### config.mk
export PLATFORM = sky130hd
export DESIGN_NAME = conv_result_writer
export DESIGN_NICKNAME = d
export VERILOG_FILES = /design/src/rtl/conv_result_writer_pkg.sv /design/src/rtl/result_fifo.sv /design/src/rtl/conv_result_writer.sv
export SDC_FILE = /design/constraint.sdc
export NUM_CORES = 1
export LEC_CHECK = 0
export BUFFER_PORTS_ARGS = -buffer_cell sky130_fd_sc_hd__buf_2
export CAP_MARGIN = 10
export CORE_ASPECT_RATIO = 0.75
export CORE_MARGIN = 1
export CORE_UTILIZATION = 56
export CTS_BUF_LIST = sky130_fd_sc_hd__clkbuf_2 sky130_fd_sc_hd__clkbuf_4 sky130_fd_sc_hd__clkbuf_8
export DETAILED_ROUTE_END_ITERATION = 8
export PLACE_DENSITY = 0.79
export REMOVE_ABC_BUFFERS = 1
export SETUP_SLACK_MARGIN = 0.05
export SYNTH_ARGS = -nofsm -noshare
export SYNTH_HDL_FRONTEND = slang
export SYNTH_SLANG_ARGS = --single-unit
export TNS_END_PERCENT = 100
### constraint.sdc
create_clock -name clk -period 11.05 [get_ports clk]
set_clock_uncertainty 0.05 [all_clocks]
set_input_delay 2.21 -clock clk [delete_from_list [all_inputs] [get_ports clk]]
set_output_delay 2.21 -clock clk [all_outputs]
set_load 0.05 [all_outputs]
### src/rtl/conv_result_writer_pkg.sv
// Shared definitions for the convolution result writer: FSM states, lane geometry
// and the pixel saturation helper.
package conv_result_writer_pkg;

  typedef enum logic [1:0] {
    ST_IDLE  = 2'd0,
    ST_RUN   = 2'd1,
    ST_FLUSH = 2'd2,
    ST_DONE  = 2'd3
  } state_e;

  localparam int LANE_WIDTH = 16;
  localparam int EXT_WIDTH  = LANE_WIDTH + 1;
  localparam int PIX_MAX    = 255;

  // Clamp a shifted accumulator into the unsigned 8-bit pixel range.
  function automatic logic [7:0] sat_pix(input logic signed [EXT_WIDTH-1:0] v);
    if (v < 0)            return 8'd0;
    else if (v > PIX_MAX) return 8'd255;
    else                  return v[7:0];
  endfunction

endpackage

### src/rtl/result_fifo.sv
// Small synchronous FIFO; a push into a full FIFO succeeds when a pop happens
// in the same cycle.
module result_fifo #(
  parameter int DEPTH = 4,
  parameter int WIDTH = 64
) (
  input  logic             clk,
  input  logic             rstn,
  input  logic             clear,
  input  logic             push,
  input  logic             pop,
  input  logic [WIDTH-1:0] din,
  output logic [WIDTH-1:0] dout,
  output logic             full,
  output logic             empty
);

  localparam int AW = $clog2(DEPTH);

  logic [WIDTH-1:0] mem [DEPTH];
  logic [AW:0]      wr_ptr;
  logic [AW:0]      rd_ptr;
  logic             do_push;
  logic             do_pop;

  assign empty   = (wr_ptr == rd_ptr);
  assign full    = (wr_ptr[AW] != rd_ptr[AW]) && (wr_ptr[AW-1:0] == rd_ptr[AW-1:0]);
  assign do_pop  = pop && !empty;
  assign do_push = push && (!full || do_pop);
  assign dout    = mem[rd_ptr[AW-1:0]];

  // NOTE: storage has no reset; the pointers alone define which entries are valid.
  always_ff @(posedge clk) begin
    if (do_push) mem[wr_ptr[AW-1:0]] <= din;
  end

  always_ff @(posedge clk) begin
    if (!rstn || clear) begin
      wr_ptr <= '0;
      rd_ptr <= '0;
    end else begin
      if (do_push) wr_ptr <= wr_ptr + 1'b1;
      if (do_pop)  rd_ptr <= rd_ptr + 1'b1;
    end
  end

endmodule

### src/rtl/conv_result_writer.sv
// Requantizes 8-lane 16-bit results to 8-bit pixels and writes them out through a FIFO.
// Build option: define RESULT_ROUND_EN for round-half-up before the right shift.
module conv_result_writer
  import conv_result_writer_pkg::*;
#(
  parameter int NUM_PE      = 8,
  parameter int PIXEL_WIDTH = 8,
  parameter int ADDR_WIDTH  = 12,
  parameter int FIFO_DEPTH  = 4
) (
  input  logic                          clk,
  input  logic                          rstn,
  input  logic                          start,
  input  logic [ADDR_WIDTH-1:0]         dst_base_addr,
  input  logic [3:0]                    shift_amt,
  input  logic                          res_valid,
  input  logic [NUM_PE*LANE_WIDTH-1:0]  res_word,
  input  logic                          frame_done_in,
  output logic                          dst_mem_en,
  output logic                          dst_mem_we,
  output logic [ADDR_WIDTH-1:0]         dst_mem_addr,
  output logic [NUM_PE*PIXEL_WIDTH-1:0] dst_mem_data,
  input  logic                          dst_mem_ready,
  output logic                          busy,
  output logic                          done,
  output logic                          overflow_err,
  output logic [ADDR_WIDTH-1:0]         word_count
);

  localparam int DW = NUM_PE * PIXEL_WIDTH;

  state_e                state_q, state_nx;
  logic [3:0]            shift_q;
  logic [ADDR_WIDTH-1:0] addr_q;
  logic [ADDR_WIDTH-1:0] count_q;
  logic                  s1_valid;
  logic [DW-1:0]         s1_data;
  logic [DW-1:0]         q_word;
  logic [DW-1:0]         last_data;
  logic [DW-1:0]         fifo_head;
  logic                  fifo_full, fifo_empty;
  logic                  fifo_push, fifo_pop;
  logic                  accept, s1_load, drop;
  logic                  overflow_q;

  for (genvar i = 0; i < NUM_PE; i++) begin : g_lane
    logic signed [EXT_WIDTH-1:0] ext;
    logic signed [EXT_WIDTH-1:0] shifted;

    assign ext = $signed({res_word[i*LANE_WIDTH + LANE_WIDTH-1],
                          res_word[i*LANE_WIDTH +: LANE_WIDTH]});
`ifdef RESULT_ROUND_EN
    logic signed [EXT_WIDTH-1:0] bias;
    // The extra bit keeps 32767 + half-LSB from wrapping negative.
    assign bias    = (shift_q == 4'd0) ? '0 : $signed(EXT_WIDTH'(1) << (shift_q - 4'd1));
    assign shifted = (ext + bias) >>> shift_q;
`else
    assign shifted = ext >>> shift_q;
`endif
    assign q_word[i*PIXEL_WIDTH +: PIXEL_WIDTH] = PIXEL_WIDTH'(sat_pix(shifted));
  end

  // Stage 1 holds its word while the FIFO is blocked; a word arriving then is lost.
  assign accept    = res_valid && !start && (state_q == ST_RUN || state_q == ST_FLUSH);
  assign fifo_pop  = !fifo_empty && dst_mem_ready;
  assign fifo_push = s1_valid && (!fifo_full || fifo_pop);
  assign s1_load   = accept && (!s1_valid || fifo_push);
  assign drop      = accept && !s1_load;

  result_fifo #(
    .DEPTH (FIFO_DEPTH),
    .WIDTH (DW)
  ) u_fifo (
    .clk   (clk),
    .rstn  (rstn),
    .clear (start),
    .push  (fifo_push),
    .pop   (fifo_pop),
    .din   (s1_data),
    .dout  (fifo_head),
    .full  (fifo_full),
    .empty (fifo_empty)
  );

  // NOTE: sequential state uses non-blocking assignments so every register samples pre-edge values.
  always_ff @(posedge clk) begin
    if (!rstn) begin
      state_q    <= ST_IDLE;
      shift_q    <= '0;
      addr_q     <= '0;
      count_q    <= '0;
      s1_valid   <= 1'b0;
      s1_data    <= '0;
      last_data  <= '0;
      overflow_q <= 1'b0;
    end else begin
      state_q <= state_nx;
      if (start) begin
        shift_q    <= shift_amt;
        addr_q     <= dst_base_addr;
        count_q    <= '0;
        s1_valid   <= 1'b0;
        overflow_q <= 1'b0;
      end else begin
        if (fifo_pop) begin
          addr_q    <= addr_q + ADDR_WIDTH'(1);
          count_q   <= count_q + ADDR_WIDTH'(1);
          last_data <= fifo_head;
        end
        if (s1_load) begin
          s1_valid <= 1'b1;
          s1_data  <= q_word;
        end else if (fifo_push) begin
          s1_valid <= 1'b0;
        end
        if (drop) overflow_q <= 1'b1;
      end
    end
  end

  // NOTE: next state gets a default before the case so no path infers a latch.
  always_comb begin
    state_nx = state_q;
    unique case (state_q)
      ST_IDLE:  if (start) state_nx = ST_RUN;
      ST_RUN:   if (frame_done_in) state_nx = ST_FLUSH;
      ST_FLUSH: if (!s1_valid && fifo_empty && !accept) state_nx = ST_DONE;
      ST_DONE:  state_nx = ST_IDLE;
      default:  state_nx = ST_IDLE;
    endcase
    if (start) state_nx = ST_RUN;
  end

  assign dst_mem_en   = !fifo_empty;
  assign dst_mem_we   = !fifo_empty;
  assign dst_mem_addr = addr_q;
  assign dst_mem_data = fifo_empty ? last_data : fifo_head;
  assign busy         = (state_q == ST_RUN) || (state_q == ST_FLUSH);
  assign done         = (state_q == ST_DONE);
  assign overflow_err = overflow_q;
  assign word_count   = count_q;

endmodule

Word-level counts from Yosys, hierarchy flattened. Memories as Yosys holds them, arrays and structs flattened. A register that Yosys moved wholly into a read port is not among the register bits. Cells that the tools add are included.

Bits in registers: 166. Bits in latches: 0. Bits in writable memories: 256. Memory bits (read-only): 0. Input port bits: 150. Output and inout bits: 93. Logic and storage cells: 114. Memories kept: 1.

Memory list: u_fifo.mem (depth 4, bits a word 64, rd ports 1, clocked after memory_dff 1, wr ports 1, line result_fifo.sv:20) `logic [WIDTH-1:0] mem [DEPTH];`.

Add/sub/neg operators: 4. Multipliers: 0. Div/mod/pow operators: 0. Order comparisons: 16. Equal/unequal tests: 11. Shifts and indexed selects: 8. Mux-type cells: 29. Bitwise gates (word level): 3. Reduce and logical (&&, ||, !) cells: 31.

Operators with widths (number): $gt 17x9->1 const B (8); $lt 17x1->1 const B (8); $sshr 16x4->17 (8); $mux 8 (16); $mux 64 (1); $add 12x1->12 const B (2); $mux 12 (2); $logic_and 1x1->1 (11); $mux 2 (4); $logic_not 1->1 (7); $add 3x1->3 const B (2); $ne 2x2->1 const B (3); $ne 3x3->1 const B (2); $pmux 2 s3 (1); $reduce_and 3->1 (2); $logic_or 1x1->1 (5); $mux 1 (5); $eq 2x2->1 const B (2); $reduce_and 2->1 (2); $reduce_bool 2->1 (2); $eq 3x3->1 (1); $not 1->1 (3); $eq 2x1->1 const B (1); $eq 2x2->1 (1); other kinds (3) (3).

Longest topological paths before layout. Gate-level depths: netlist of run 1.

Depth in word-level cells: 9. Mapped depth: 10. Gate-level depth less buffers: 7.

Cells and area by module. A second synthesis of run 1 with hierarchy kept.

Cells, all modules: 1639. Area total of the unflattened synthesis: 20957.6 sq um.

By module, submodules not included: conv_result_writer (times used 1, cells each 1249, area an instance 11187.0 sq um, seq. area each 3203.1 sq um); result_fifo (times used 1, cells each 390, area an instance 9770.6 sq um, seq. area each 7847.5 sq um).

Worst setup path before layout of run 1. OpenSTA, ideal clock, no wires.

Kind: input-to-reg. Start point: in dst_mem_ready. End point: mem u_fifo.mem[3][0] (enable). Library setup time: 489 ps. Arrival time: 5223 ps. Required time: 10511 ps. Slack: 5288 ps. Stages: 3. Path buffers: 0. Cells stage by stage: inv_1 > a41o_1 > nor2_1.

Longest elaborated chain between the ends: 6. Elaborated cells on any way between the ends: 8. Classes of those cells: 2 x mux; 6 x reduce/logical.

Ends and longest elaborated chain: start, declared (line conv_result_writer.sv:23) `input logic dst_mem_ready,`; $logic_and 1x1->1 (*) (line conv_result_writer.sv:65) `assign fifo_pop = !fifo_empty && dst_mem_ready;`; $logic_or 1x1->1 / $logic_and 1x1->1 (equally long branches) (line conv_result_writer.sv:66, result_fifo.sv:28); $logic_and 1x1->1 / $logic_or 1x1->1 (equally long branches) (line conv_result_writer.sv:66, result_fifo.sv:29); $logic_and 1x1->1 (*) (line result_fifo.sv:29) `assign do_push = push && (!full || do_pop);`; $mux 1 (*) (line result_fifo.sv:34) `if (do_push) mem[wr_ptr[AW-1:0]] <= din;`; $mux 1 (implied by the code) (*) (line result_fifo.sv:34); end, declared (line result_fifo.sv:20).

Mark *: on every way between the ends. The rest lies on a longest branch, timed or not.

==> impl_metrics.xml, run 1 <==
<?xml version="1.0" encoding="UTF-8"?>
<metrics>
  <group name="outcome">
    <metric name="outcome" unit="">finished clean</metric>
  </group>
  <group name="floorplanning">
    <metric name="core_area" unit="um^2">37400</metric>
    <metric name="die_area" unit="um^2">39100</metric>
    <metric name="floorplan.die.height" unit="um">171</metric>
    <metric name="num_io_pins" unit="">243</metric>
    <metric name="initial_core_util" unit="%">57.3</metric>
    <metric name="die-width" unit="um">228</metric>
    <metric name="rows" unit="">61</metric>
  </group>
  <group name="hold_path">
    <metric name="min-delay-path-class" unit="">reg -&gt; reg</metric>
    <metric name="min_from" unit="">last_data[43]</metric>
  </group>
  <group name="clocking">
    <metric name="cts-resized-gates" unit="">0</metric>
    <metric name="clkSlewWorstSetupHoldPaths" unit="ns">0.06</metric>
    <metric name="cts_hold_buf" unit="">0</metric>
    <metric name="clockRootBuffer" unit="">clkbuf_8</metric>
    <metric name="sinks_on_the_clock_net" unit="">424</metric>
    <metric name="tritoncts" unit="">built</metric>
    <metric name="clk_path_buf_depth" unit="">3</metric>
    <metric name="htree_levels" unit="">3</metric>
    <metric name="cts_inserted_buffers" unit="">67</metric>
    <metric name="worst_skew_pair.late_latency" unit="ns">0.61</metric>
    <metric name="cts.repair_timing.setup_buffer_count" unit="">0</metric>
  </group>
  <group name="layout">
    <metric name="layout_common_cells" unit="">256 x edfxtp_1, 242 x buf_2, 179 x nand2_1, 162 x dfxtp_1, 143 x mux4_2</metric>
    <metric name="finish.net_count" unit="">2048</metric>
    <metric name="syn2layout_area_growth" unit="%">13.2</metric>
    <metric name="most_common_library_cell_in_the_layout_ignoring_fill_and_taps" unit="">edfxtp_1</metric>
    <metric name="drive_gt1_share" unit="%">32.7</metric>
  </group>
  <group name="synth">
    <metric name="synth.lib_cells_used.distinct" unit="">73</metric>
    <metric name="synth_area_per_cell" unit="um^2">12.7</metric>
    <metric name="syn-cell-area" unit="um^2">21400</metric>
    <metric name="synth_top_flop_cell" unit="">edfxtp_1</metric>
    <metric name="synth.top_cells.by_area" unit="">edfxtp_1 36%, dfxtp_1 16%, mux4_2 15%</metric>
    <metric name="synthDominantAreaCellType" unit="">edfxtp_1</metric>
    <metric name="asyncSetResetFlopFracSynth" unit="%">0</metric>
    <metric name="synth.ff_latch_count" unit="">424</metric>
    <metric name="post_synth_inst_count" unit="">1688</metric>
    <metric name="yosysWarningCount" unit="">0</metric>
    <metric name="sequential_fraction_of_the_synthesis_area" unit="%">51.5</metric>
    <metric name="synth_enable_flop_cells" unit="">256</metric>
    <metric name="synth.top_cell.area_share" unit="%">35.9</metric>
  </group>
  <group name="sta">
    <metric name="clock.fmax" unit="MHz">179</metric>
    <metric name="timing_max_transition_violations_final" unit="">0</metric>
    <metric name="worst_max_slew_margin_expressed_relative_to_the_limit" unit="%">15.6</metric>
    <metric name="hold_slack" unit="ns">0.402</metric>
    <metric name="rsz0062_at_grt" unit="">false</metric>
    <metric name="tns" unit="ns">0</metric>
    <metric name="finalWorstPathRequiredPeriod" unit="ns">5.59</metric>
    <metric name="timing.final.crit_share" unit="%">50.5</metric>
    <metric name="setup_violations" unit="">0</metric>
    <metric name="final_hold_viol_count" unit="">0</metric>
    <metric name="worst-slew-pin-transition" unit="ns">1.26</metric>
  </group>
  <group name="worst_setup_path">
    <metric name="worst_r2r_startpoint" unit="">shift_q[1]</metric>
    <metric name="worst-setup-path-type" unit="">reg -&gt; out</metric>
    <metric name="worst-path-max-fanout" unit="">38</metric>
    <metric name="cp-start-kind" unit="">flop</metric>
    <metric name="worstSetupEndpointType" unit="">output pin</metric>
    <metric name="crit_required" unit="ns">8.79</metric>
    <metric name="arrival" unit="ns">3.33</metric>
  </group>
  <group name="global_routing">
    <metric name="globalRoute.totalOverflow" unit="">0</metric>
    <metric name="first_global_vias" unit="">16000</metric>
    <metric name="grt_antenna_before_repair" unit="">16</metric>
    <metric name="grt_pass1_wl" unit="mm">93.2</metric>
    <metric name="grt_max_degree" unit="">87</metric>
    <metric name="gr-usage-all-layers" unit="%">31.1</metric>
  </group>
  <group name="power_and_ir_drop">
    <metric name="vdd.ir_drop.worst" unit="mV">0.104</metric>
    <metric name="cellLeakagePower" unit="nW">8.43</metric>
    <metric name="power-per-cell-area" unit="nW/um^2">146</metric>
    <metric name="total_power_after_layout" unit="W">0.00354</metric>
  </group>
  <group name="detailed_routing">
    <metric name="final_antenna_net_count" unit="">0</metric>
    <metric name="drt_drc_violations_left" unit="">0</metric>
    <metric name="route.detailed.vias_per_inst" unit="">6.57</metric>
    <metric name="wl_per_cell" unit="um">24.8</metric>
    <metric name="dr.pass1.iters" unit="">6</metric>
    <metric name="vias" unit="">16200</metric>
    <metric name="drt_iter0_drc" unit="">1912</metric>
    <metric name="routed_wirelength" unit="mm">61.1</metric>
  </group>
  <group name="run">
    <metric name="timing.max_cap.violations" unit="">0</metric>
  </group>
  <group name="place">
    <metric name="hpwl" unit="mm">39.5</metric>
    <metric name="buffer_ports.inserted" unit="">242</metric>
    <metric name="place_congestion" unit="">0.933</metric>
  </group>
</metrics>
==> Yosys cell counts (6+ instances only) <==
cell type / count
nor4_1: 10
nand2b_1: 11
a22oi_1: 8
o21bai_1: 6
mux4_2: 143
a32oi_1: 6
nand4_1: 6
nor3_1: 31
ha_1: 12
nand2_1: 181
and2_1: 18
nand3_1: 59
nor2_1: 53
clkbuf_1: 67
buf_6: 11
nor2b_1: 18
xnor2_1: 20
a22o_1: 10
o21ai_1: 10
o31ai_1: 7
or3_1: 8
o22ai_1: 9
dfxtp_1: 168
o21ai_0: 31
nor3b_1: 11
o211ai_1: 43
a211oi_1: 28
a31oi_1: 9
mux2_2: 80
buf_1: 9
a211o_1: 14
xor2_1: 10
mux2i_1: 66
edfxtp_1: 256
inv_1: 18
a21oi_1: 107
buf_2: 32
a2111oi_0: 6
buf_4: 16
a2bb2oi_1: 15
==> layout make-up <==
cell class | count | area [um^2]
clock inverter | 20 | 165
inverter | 21 | 80.1
clock buffer | 100 | 1210
fill | 2844 | 13100
antenna | 18 | 45.0
timing repair buffer | 264 | 1400
tap | 504 | 631
sequential | 424 | 11100
multi-input combinational | 1108 | 9680
==> stage by stage <==
stage / util, % / setup slack [ns] / cell area [um^2] / cells
4_1_cts: 64.8 / 5.34 / 24200 / 2441
2_1_floorplan: - / 3.90 / 20800 / 1553
3_5_place_dp: 61.1 / 6.00 / 22900 / 2321
6_report: 64.9 / 5.46 / 24300 / 2459
5_1_grt: 64.9 / 5.23 / 24300 / 2449
3_3_place_gp: 61.0 / 5.88 / 22800 / 2320
==> metal layers <==
metal  global-route usage, %  up-vias  wire length (um)
met3                    8.42      164              6180
met2                    48.1      948             28000
met4                    12.1        2              2000
met5                       0        -                 8
li1                        -     7011                 -
met1                    42.2     8040             24900
==> where the power goes <==
group          switching (W)  leakage [nW]  internal (W)
Combinational       0.000236          3.97      0.000166
Sequential         0.0000393          3.73       0.00170
Clock               0.000620         0.733      0.000772
Total               0.000895          8.43       0.00264
==> cell families (layout without fill, tap and decap cells) <==
logic type / after synthesis / count (layout) / share of synthesized area, %
mux: 290 / 290 / 22.4
simple gates: 431 / 431 / 9.67
compound gates: 345 / 345 / 10.9
buf+inv: 156 / 405 / 3.58
flops: 424 / 424 / 51.5
other cells: 0 / 18 / 0
fa+ha+maj: 12 / 12 / 0.700
xor+xnor: 30 / 30 / 1.23
==> flip-flops by register name (all words and copies together), names as in the netlist, named ones only <==
signal and flops:
u_fifo.mem 256, state_q 2, s1_data 64, overflow_err 1, u_fifo.wr_ptr 3, last_data 64, word_count 12, u_fifo.rd_ptr 3
shift_q 4, dst_mem_addr 12, s1_valid 1
==> critical path, cell delays in order (launching register included) <==
cell and delay [ns]:
dfxtp_4 0.75, buf_4 0.80, mux4_2 0.65, mux2_2 0.28
buf_2 0.21
==> path summary, 6_finish.rpt <==
kind / slack [ns] / to / depth (start not counted)
hold / removal: 0.40 / last_data[43] / 2
setup reg to reg: 7.13 / s1_data[18] / 6
hold reg to reg: 0.40 / last_data[43] / 2
setup / recovery: 5.46 / dst_mem_data[58] / 4
Power figures use the tool's default switching activity.
==> run 2, diff against run 1 <==
==> constraint.sdc (replaced) <==
create_clock -name clk -period 5.2 [get_ports clk]
set_clock_uncertainty 0.05 [all_clocks]
set_input_delay 1.04 -clock clk [delete_from_list [all_inputs] [get_ports clk]]
set_output_delay 1.04 -clock clk [all_outputs]
set_load 0.05 [all_outputs]
==> run 2 against run 1 <==
Effect of this change: via count shrank 1.9%; design area is 0.37% higher; die area stayed put; critical endpoint is now dst_mem_data[47]; sequential share of layout area shrank 0.17 points; global-route usage down 1.1 points; combinational power grew 110%; critical path depth is the same; wire length fell by 3.2%; utilization increased by 0.24 points; largest power group unchanged; highest routed layer unchanged; hold slack lost 0.00062 ns; critical path type unchanged.
==> impl_metrics.xml, run 2 (synthesis results as in run 1) <==
<?xml version="1.0" encoding="UTF-8"?>
<metrics>
  <group name="clocking">
    <metric name="htree_levels" unit="">3</metric>
    <metric name="clk_path_buf_depth" unit="">3</metric>
    <metric name="cts-resized-gates" unit="">0</metric>
    <metric name="tritoncts" unit="">built</metric>
    <metric name="clkSlewWorstSetupHoldPaths" unit="ns">0.06</metric>
    <metric name="worst_skew_pair.late_latency" unit="ns">0.62</metric>
    <metric name="cts_inserted_buffers" unit="">67</metric>
    <metric name="cts.repair_timing.setup_buffer_count" unit="">0</metric>
    <metric name="clockRootBuffer" unit="">clkbuf_8</metric>
    <metric name="sinks_on_the_clock_net" unit="">424</metric>
    <metric name="cts_hold_buf" unit="">0</metric>
  </group>
  <group name="floorplanning">
    <metric name="die_area" unit="um^2">39100</metric>
    <metric name="floorplan.die.height" unit="um">171</metric>
    <metric name="core_area" unit="um^2">37400</metric>
    <metric name="initial_core_util" unit="%">57.3</metric>
    <metric name="die-width" unit="um">228</metric>
    <metric name="rows" unit="">61</metric>
    <metric name="num_io_pins" unit="">243</metric>
  </group>
  <group name="worst_setup_path">
    <metric name="arrival" unit="ns">3.10</metric>
    <metric name="crit_chain" unit="">xor2_1 &gt; or3_4 &gt; mux2_2 &gt; buf_2</metric>
    <metric name="worst-setup-path-type" unit="">reg -&gt; out</metric>
    <metric name="cp-start-kind" unit="">flop</metric>
    <metric name="crit_required" unit="ns">4.11</metric>
    <metric name="worstSetupEndpointType" unit="">output pin</metric>
    <metric name="critPathMaxStageDelay" unit="ns">0.90</metric>
    <metric name="worst-path-max-fanout" unit="">67</metric>
    <metric name="cp_slowest_cell" unit="">or3_4</metric>
  </group>
  <group name="layout">
    <metric name="layout_common_cells" unit="">256 x edfxtp_1, 242 x buf_2, 179 x nand2_1, 162 x dfxtp_1, 143 x mux4_2</metric>
    <metric name="most_common_library_cell_in_the_layout_ignoring_fill_and_taps" unit="">edfxtp_1</metric>
    <metric name="finish.net_count" unit="">2051</metric>
    <metric name="drive_gt1_share" unit="%">32.7</metric>
    <metric name="largest_reg_flops" unit="">256</metric>
    <metric name="register_area" unit="um^2">11100</metric>
    <metric name="multi_input_comb_area" unit="um^2">9680</metric>
    <metric name="filler_cell_count" unit="">2800</metric>
    <metric name="syn2layout_area_growth" unit="%">13.6</metric>
    <metric name="post-route-util" unit="%">65.2</metric>
  </group>
  <group name="hold_path">
    <metric name="min-delay-path-class" unit="">reg -&gt; reg</metric>
  </group>
  <group name="outcome">
    <metric name="outcome" unit="">finished clean</metric>
  </group>
  <group name="place">
    <metric name="placement.setup.worst_slack" unit="ns">1.08</metric>
    <metric name="place_congestion" unit="">0.907</metric>
    <metric name="hpwl" unit="mm">38.0</metric>
    <metric name="buffer_ports.inserted" unit="">242</metric>
  </group>
  <group name="detailed_routing">
    <metric name="vias" unit="">15900</metric>
    <metric name="route.detailed.vias_per_inst" unit="">6.45</metric>
    <metric name="dr.pass1.iters" unit="">6</metric>
    <metric name="drt_drc_violations_left" unit="">0</metric>
    <metric name="drt_iter0_drc" unit="">1782</metric>
    <metric name="final_antenna_net_count" unit="">0</metric>
    <metric name="wl_per_cell" unit="um">24.0</metric>
    <metric name="routed_wirelength" unit="mm">59.1</metric>
  </group>
  <group name="sta">
    <metric name="timing_max_transition_violations_final" unit="">0</metric>
    <metric name="finalWorstPathRequiredPeriod" unit="ns">4.19</metric>
    <metric name="worst-slew-pin-transition" unit="ns">1.19</metric>
    <metric name="setup_slack" unit="ns">1.01</metric>
    <metric name="rsz0062_at_grt" unit="">false</metric>
    <metric name="worst_max_slew_margin_expressed_relative_to_the_limit" unit="%">20.7</metric>
    <metric name="final_hold_viol_count" unit="">0</metric>
    <metric name="clock.fmax" unit="MHz">239</metric>
    <metric name="timing.final.crit_share" unit="%">80.6</metric>
    <metric name="setup_violations" unit="">0</metric>
  </group>
  <group name="global_routing">
    <metric name="gr-usage-all-layers" unit="%">30.1</metric>
    <metric name="grt_pass1_wl" unit="mm">89.4</metric>
    <metric name="globalRoute.totalOverflow" unit="">0</metric>
    <metric name="grt_max_degree" unit="">113</metric>
    <metric name="first_global_vias" unit="">15400</metric>
    <metric name="grt_antenna_before_repair" unit="">17</metric>
  </group>
  <group name="run">
    <metric name="timing.max_cap.violations" unit="">0</metric>
  </group>
  <group name="power_and_ir_drop">
    <metric name="vdd.ir_drop.worst" unit="mV">0.192</metric>
    <metric name="power-per-cell-area" unit="nW/um^2">306</metric>
    <metric name="cellLeakagePower" unit="nW">8.46</metric>
  </group>
</metrics>
-- run 2: cell types whose count changed in the layout (fill, tap and decap cells not counted), sizes merged --
cell,previous run,this run
buf,264,267
bufinv,3,1
diode,18,16
clkinv,20,19
clkbuf,100,101
-- run 2: power by group --
group          switching (W)  internal [W]
combinational       0.000492      0.000356
clock                0.00131       0.00158
sequential         0.0000882       0.00362
-- run 2: final cells by class --
cell class              instances  share of cell area, %
well taps                     504                   2.59
inverters                      21                  0.329
clock buffers                 101                   5.14
diodes                         16                  0.164
repair buffers                267                   6.23
flip-flops and latches        424                   45.4
clock inverters                17                  0.406
multi-input cells            1108                   39.7
-- run 2: worst paths after layout --
path,start,end,slack (ns),cells after the start
max,u_fifo.wr_ptr[2],dst_mem_data[47],1.01,4
max reg2reg,shift_q[0],s1_data[33],1.82,5
min,last_data[18],last_data[18],0.40,2
min reg2reg,last_data[18],last_data[18],0.40,2
-- run 2: per-stage QoR --
| step | cells | cell area, um^2 | setup TNS (ns) | hold WS, ns | power, W |
|---|---|---|---|---|---|
| 2_1_floorplan | 1553 | 20800 | -97.60 | 0.384 | 0.00432 |
| 3_3_place_gp | 2322 | 22900 | 0 | 0.389 | 0.00458 |
| 3_5_place_dp | 2322 | 22900 | 0 | 0.395 | 0.00460 |
| 4_1_cts | 2440 | 24300 | 0 | 0.403 | 0.00746 |
| 5_1_grt | 2451 | 24400 | 0 | 0.423 | 0.00770 |
| 6_report | 2458 | 24400 | 0 | 0.402 | 0.00744 |
-- run 2: routing by layer --
layer / global-route usage [%] / vias up / share of wire (%)
li1: - / 6999 / -
met1: 42.0 / 7715 / 41
met2: 44.8 / 976 / 44
met3: 8.54 / 156 / 11
met4: 11.5 / 6 / 3.0
met5: 0 / - / 0.058
-- run 2: critical path: cells and delay by family, from the launching register on --
family                    cells  cell delay (ns)
DFF                           1             0.36
xor gates and xnor gates      1             0.53
and+or+nand+nor               1             0.90
muxes                         1             0.42
buffers and inverters         1             0.21
==> run 3, diff against run 2 <==
==> constraint.sdc (replaced) <==
create_clock -name clk -period 4.2 [get_ports clk]
set_clock_uncertainty 0.05 [all_clocks]
set_input_delay 0.84 -clock clk [delete_from_list [all_inputs] [get_ports clk]]
set_output_delay 0.84 -clock clk [all_outputs]
set_load 0.05 [all_outputs]
==> run 3 against run 2 <==
Effect of this change: utilization grew 0.28 points; sequential power grew 24%; power grew 23%; first-iteration DRC count fell by 12%; wire length up 1.4%; count of clock-buffer cells in the layout fell by 3; non-clock buffer count grew 14; die area did not move; cell count is 0.41% higher; setup slack lost 0.80 ns; critical path type unchanged.
==> impl_metrics.xml, run 3 (synthesis results as in run 1) <==
<?xml version="1.0" encoding="UTF-8"?>
<metrics>
  <group name="sta">
    <metric name="worst-slew-pin-transition" unit="ns">1.12</metric>
    <metric name="timing.final.crit_share" unit="%">95.0</metric>
    <metric name="finalWorstPathRequiredPeriod" unit="ns">3.99</metric>
    <metric name="setup_violations" unit="">0</metric>
    <metric name="clock.fmax" unit="MHz">251</metric>
    <metric name="timing_max_transition_violations_final" unit="">0</metric>
    <metric name="tns" unit="ns">0</metric>
    <metric name="rsz0062_at_grt" unit="">false</metric>
    <metric name="final_hold_viol_count" unit="">0</metric>
    <metric name="worst_max_slew_margin_expressed_relative_to_the_limit" unit="%">24.5</metric>
    <metric name="hold_slack" unit="ns">0.400</metric>
  </group>
  <group name="floorplanning">
    <metric name="initial_core_util" unit="%">57.3</metric>
    <metric name="die_area" unit="um^2">39100</metric>
    <metric name="num_io_pins" unit="">243</metric>
    <metric name="floorplan.die.height" unit="um">171</metric>
    <metric name="core_area" unit="um^2">37400</metric>
    <metric name="die-width" unit="um">228</metric>
    <metric name="rows" unit="">61</metric>
  </group>
  <group name="detailed_routing">
    <metric name="wl_per_cell" unit="um">24.3</metric>
    <metric name="dr.pass1.iters" unit="">7</metric>
    <metric name="drt_iter0_drc" unit="">1566</metric>
    <metric name="route.detailed.vias_per_inst" unit="">6.47</metric>
    <metric name="routed_wirelength" unit="mm">59.9</metric>
    <metric name="vias" unit="">16000</metric>
    <metric name="final_antenna_net_count" unit="">0</metric>
    <metric name="drt_drc_violations_left" unit="">0</metric>
  </group>
  <group name="clocking">
    <metric name="worst_skew_pair.late_latency" unit="ns">0.61</metric>
    <metric name="cts-resized-gates" unit="">0</metric>
    <metric name="cts_inserted_buffers" unit="">66</metric>
    <metric name="sinks_on_the_clock_net" unit="">424</metric>
    <metric name="clkSlewWorstSetupHoldPaths" unit="ns">0.06</metric>
    <metric name="cts_hold_buf" unit="">0</metric>
    <metric name="clockRootBuffer" unit="">clkbuf_8</metric>
    <metric name="tritoncts" unit="">built</metric>
    <metric name="cts.repair_timing.setup_buffer_count" unit="">0</metric>
    <metric name="clk_path_buf_depth" unit="">3</metric>
    <metric name="htree_levels" unit="">3</metric>
  </group>
  <group name="worst_setup_path">
    <metric name="worst-path-max-fanout" unit="">21</metric>
    <metric name="crit_required" unit="ns">3.31</metric>
    <metric name="arrival" unit="ns">3.10</metric>
    <metric name="worst-setup-path-type" unit="">reg -&gt; out</metric>
    <metric name="cp-start-kind" unit="">flop</metric>
    <metric name="worstSetupEndpointType" unit="">output pin</metric>
  </group>
  <group name="place">
    <metric name="hpwl" unit="mm">40.0</metric>
    <metric name="buffer_ports.inserted" unit="">242</metric>
    <metric name="place_congestion" unit="">0.922</metric>
  </group>
  <group name="power_and_ir_drop">
    <metric name="power-per-cell-area" unit="nW/um^2">375</metric>
    <metric name="total_power_after_layout" unit="W">0.00918</metric>
    <metric name="cellLeakagePower" unit="nW">8.51</metric>
    <metric name="vdd.ir_drop.worst" unit="mV">0.211</metric>
  </group>
  <group name="global_routing">
    <metric name="gr-usage-all-layers" unit="%">30.5</metric>
    <metric name="global_route.usage.met1" unit="%">42.0</metric>
    <metric name="globalRoute.totalOverflow" unit="">0</metric>
    <metric name="met3_usage" unit="%">8.16</metric>
    <metric name="grt_pass1_wl" unit="mm">90.8</metric>
    <metric name="grt_max_degree" unit="">67</metric>
    <metric name="grt-busiest-layer" unit="">met2</metric>
    <metric name="grt_antenna_before_repair" unit="">12</metric>
    <metric name="first_global_vias" unit="">15600</metric>
    <metric name="met2_usage" unit="%">46.4</metric>
  </group>
  <group name="layout">
    <metric name="layout_common_cells" unit="">256 x edfxtp_1, 242 x buf_2, 179 x nand2_1, 162 x dfxtp_1, 143 x mux4_2</metric>
    <metric name="syn2layout_area_growth" unit="%">14.1</metric>
    <metric name="filler_cell_count" unit="">2788</metric>
    <metric name="most_common_library_cell_in_the_layout_ignoring_fill_and_taps" unit="">edfxtp_1</metric>
    <metric name="finish.net_count" unit="">2065</metric>
    <metric name="drive_gt1_share" unit="%">33.5</metric>
    <metric name="largest_reg_flops" unit="">256</metric>
  </group>
  <group name="run">
    <metric name="timing.max_cap.violations" unit="">0</metric>
  </group>
  <group name="outcome">
    <metric name="outcome" unit="">finished clean</metric>
  </group>
  <group name="hold_path">
    <metric name="min-delay-path-class" unit="">reg -&gt; reg</metric>
  </group>
</metrics>
==> run 3: cell types whose count changed in the layout (fill, tap and decap cells not counted), sizes merged <==
cell | previous run | this run
diode | 16 | 11
clkbuf | 101 | 98
or3 | 8 | 9
clkinv | 19 | 20
buf | 267 | 281
clkinvlp | 1 | 3
==> run 3: metrics by stage <==
| stage | setup slack [ns] | instance area (um^2) | instances | util, % |
|---|---|---|---|---|
| 2_1_floorplan | -2.95 | 20800 | 1553 | - |
| 3_3_place_gp | 0.836 | 23100 | 2337 | 61.7 |
| 3_5_place_dp | 0.677 | 23100 | 2337 | 61.7 |
| 4_1_cts | 0.137 | 24400 | 2455 | 65.2 |
| 5_1_grt | 0.0771 | 24500 | 2463 | 65.4 |
| 6_report | 0.212 | 24500 | 2468 | 65.4 |
==> run 3: critical path, stage by stage, from the launching register on <==
cell,delay (ns)
dfxtp_1,0.51
xor2_2,0.44
or3_4,0.55
buf_4,0.36
mux2_2,0.37
buf_2,0.21
==> run 3: where the power goes <==
group	internal [W]	switching (W)
registers	0.00448	0.000114
clock network	0.00191	0.00161
logic	0.000444	0.000615
==> run 3: final timing paths <==
path	end	slack, ns	cells after the start	start
max	dst_mem_data[14]	0.21	5	u_fifo.wr_ptr[1]
min	last_data[42]	0.40	2	last_data[42]
max reg2reg	s1_data[60]	1.08	6	shift_q[1]
min reg2reg	last_data[42]	0.40	2	last_data[42]
==> run 3: layout make-up <==
| class | count | area [um^2] | share of cell area (%) |
|---|---|---|---|
| diodes | 11 | 27.5 | 0.112 |
| inverters | 21 | 80.1 | 0.327 |
| flip-flops and latches | 424 | 11100 | 45.2 |
| repair buffers | 281 | 1620 | 6.64 |
| clock inverters | 20 | 123 | 0.501 |
| clock buffers | 98 | 1210 | 4.95 |
| well taps | 504 | 631 | 2.58 |
| multi-input cells | 1109 | 9710 | 39.7 |
==> run 3: per-layer routing <==
| metal | vias up | share of wire [%] |
|---|---|---|
| met1 | 7859 | 41 |
| li1 | 7039 | - |
| met3 | 155 | 11 |
| met5 | - | 0.067 |
| met4 | 6 | 3.2 |
| met2 | 915 | 45 |
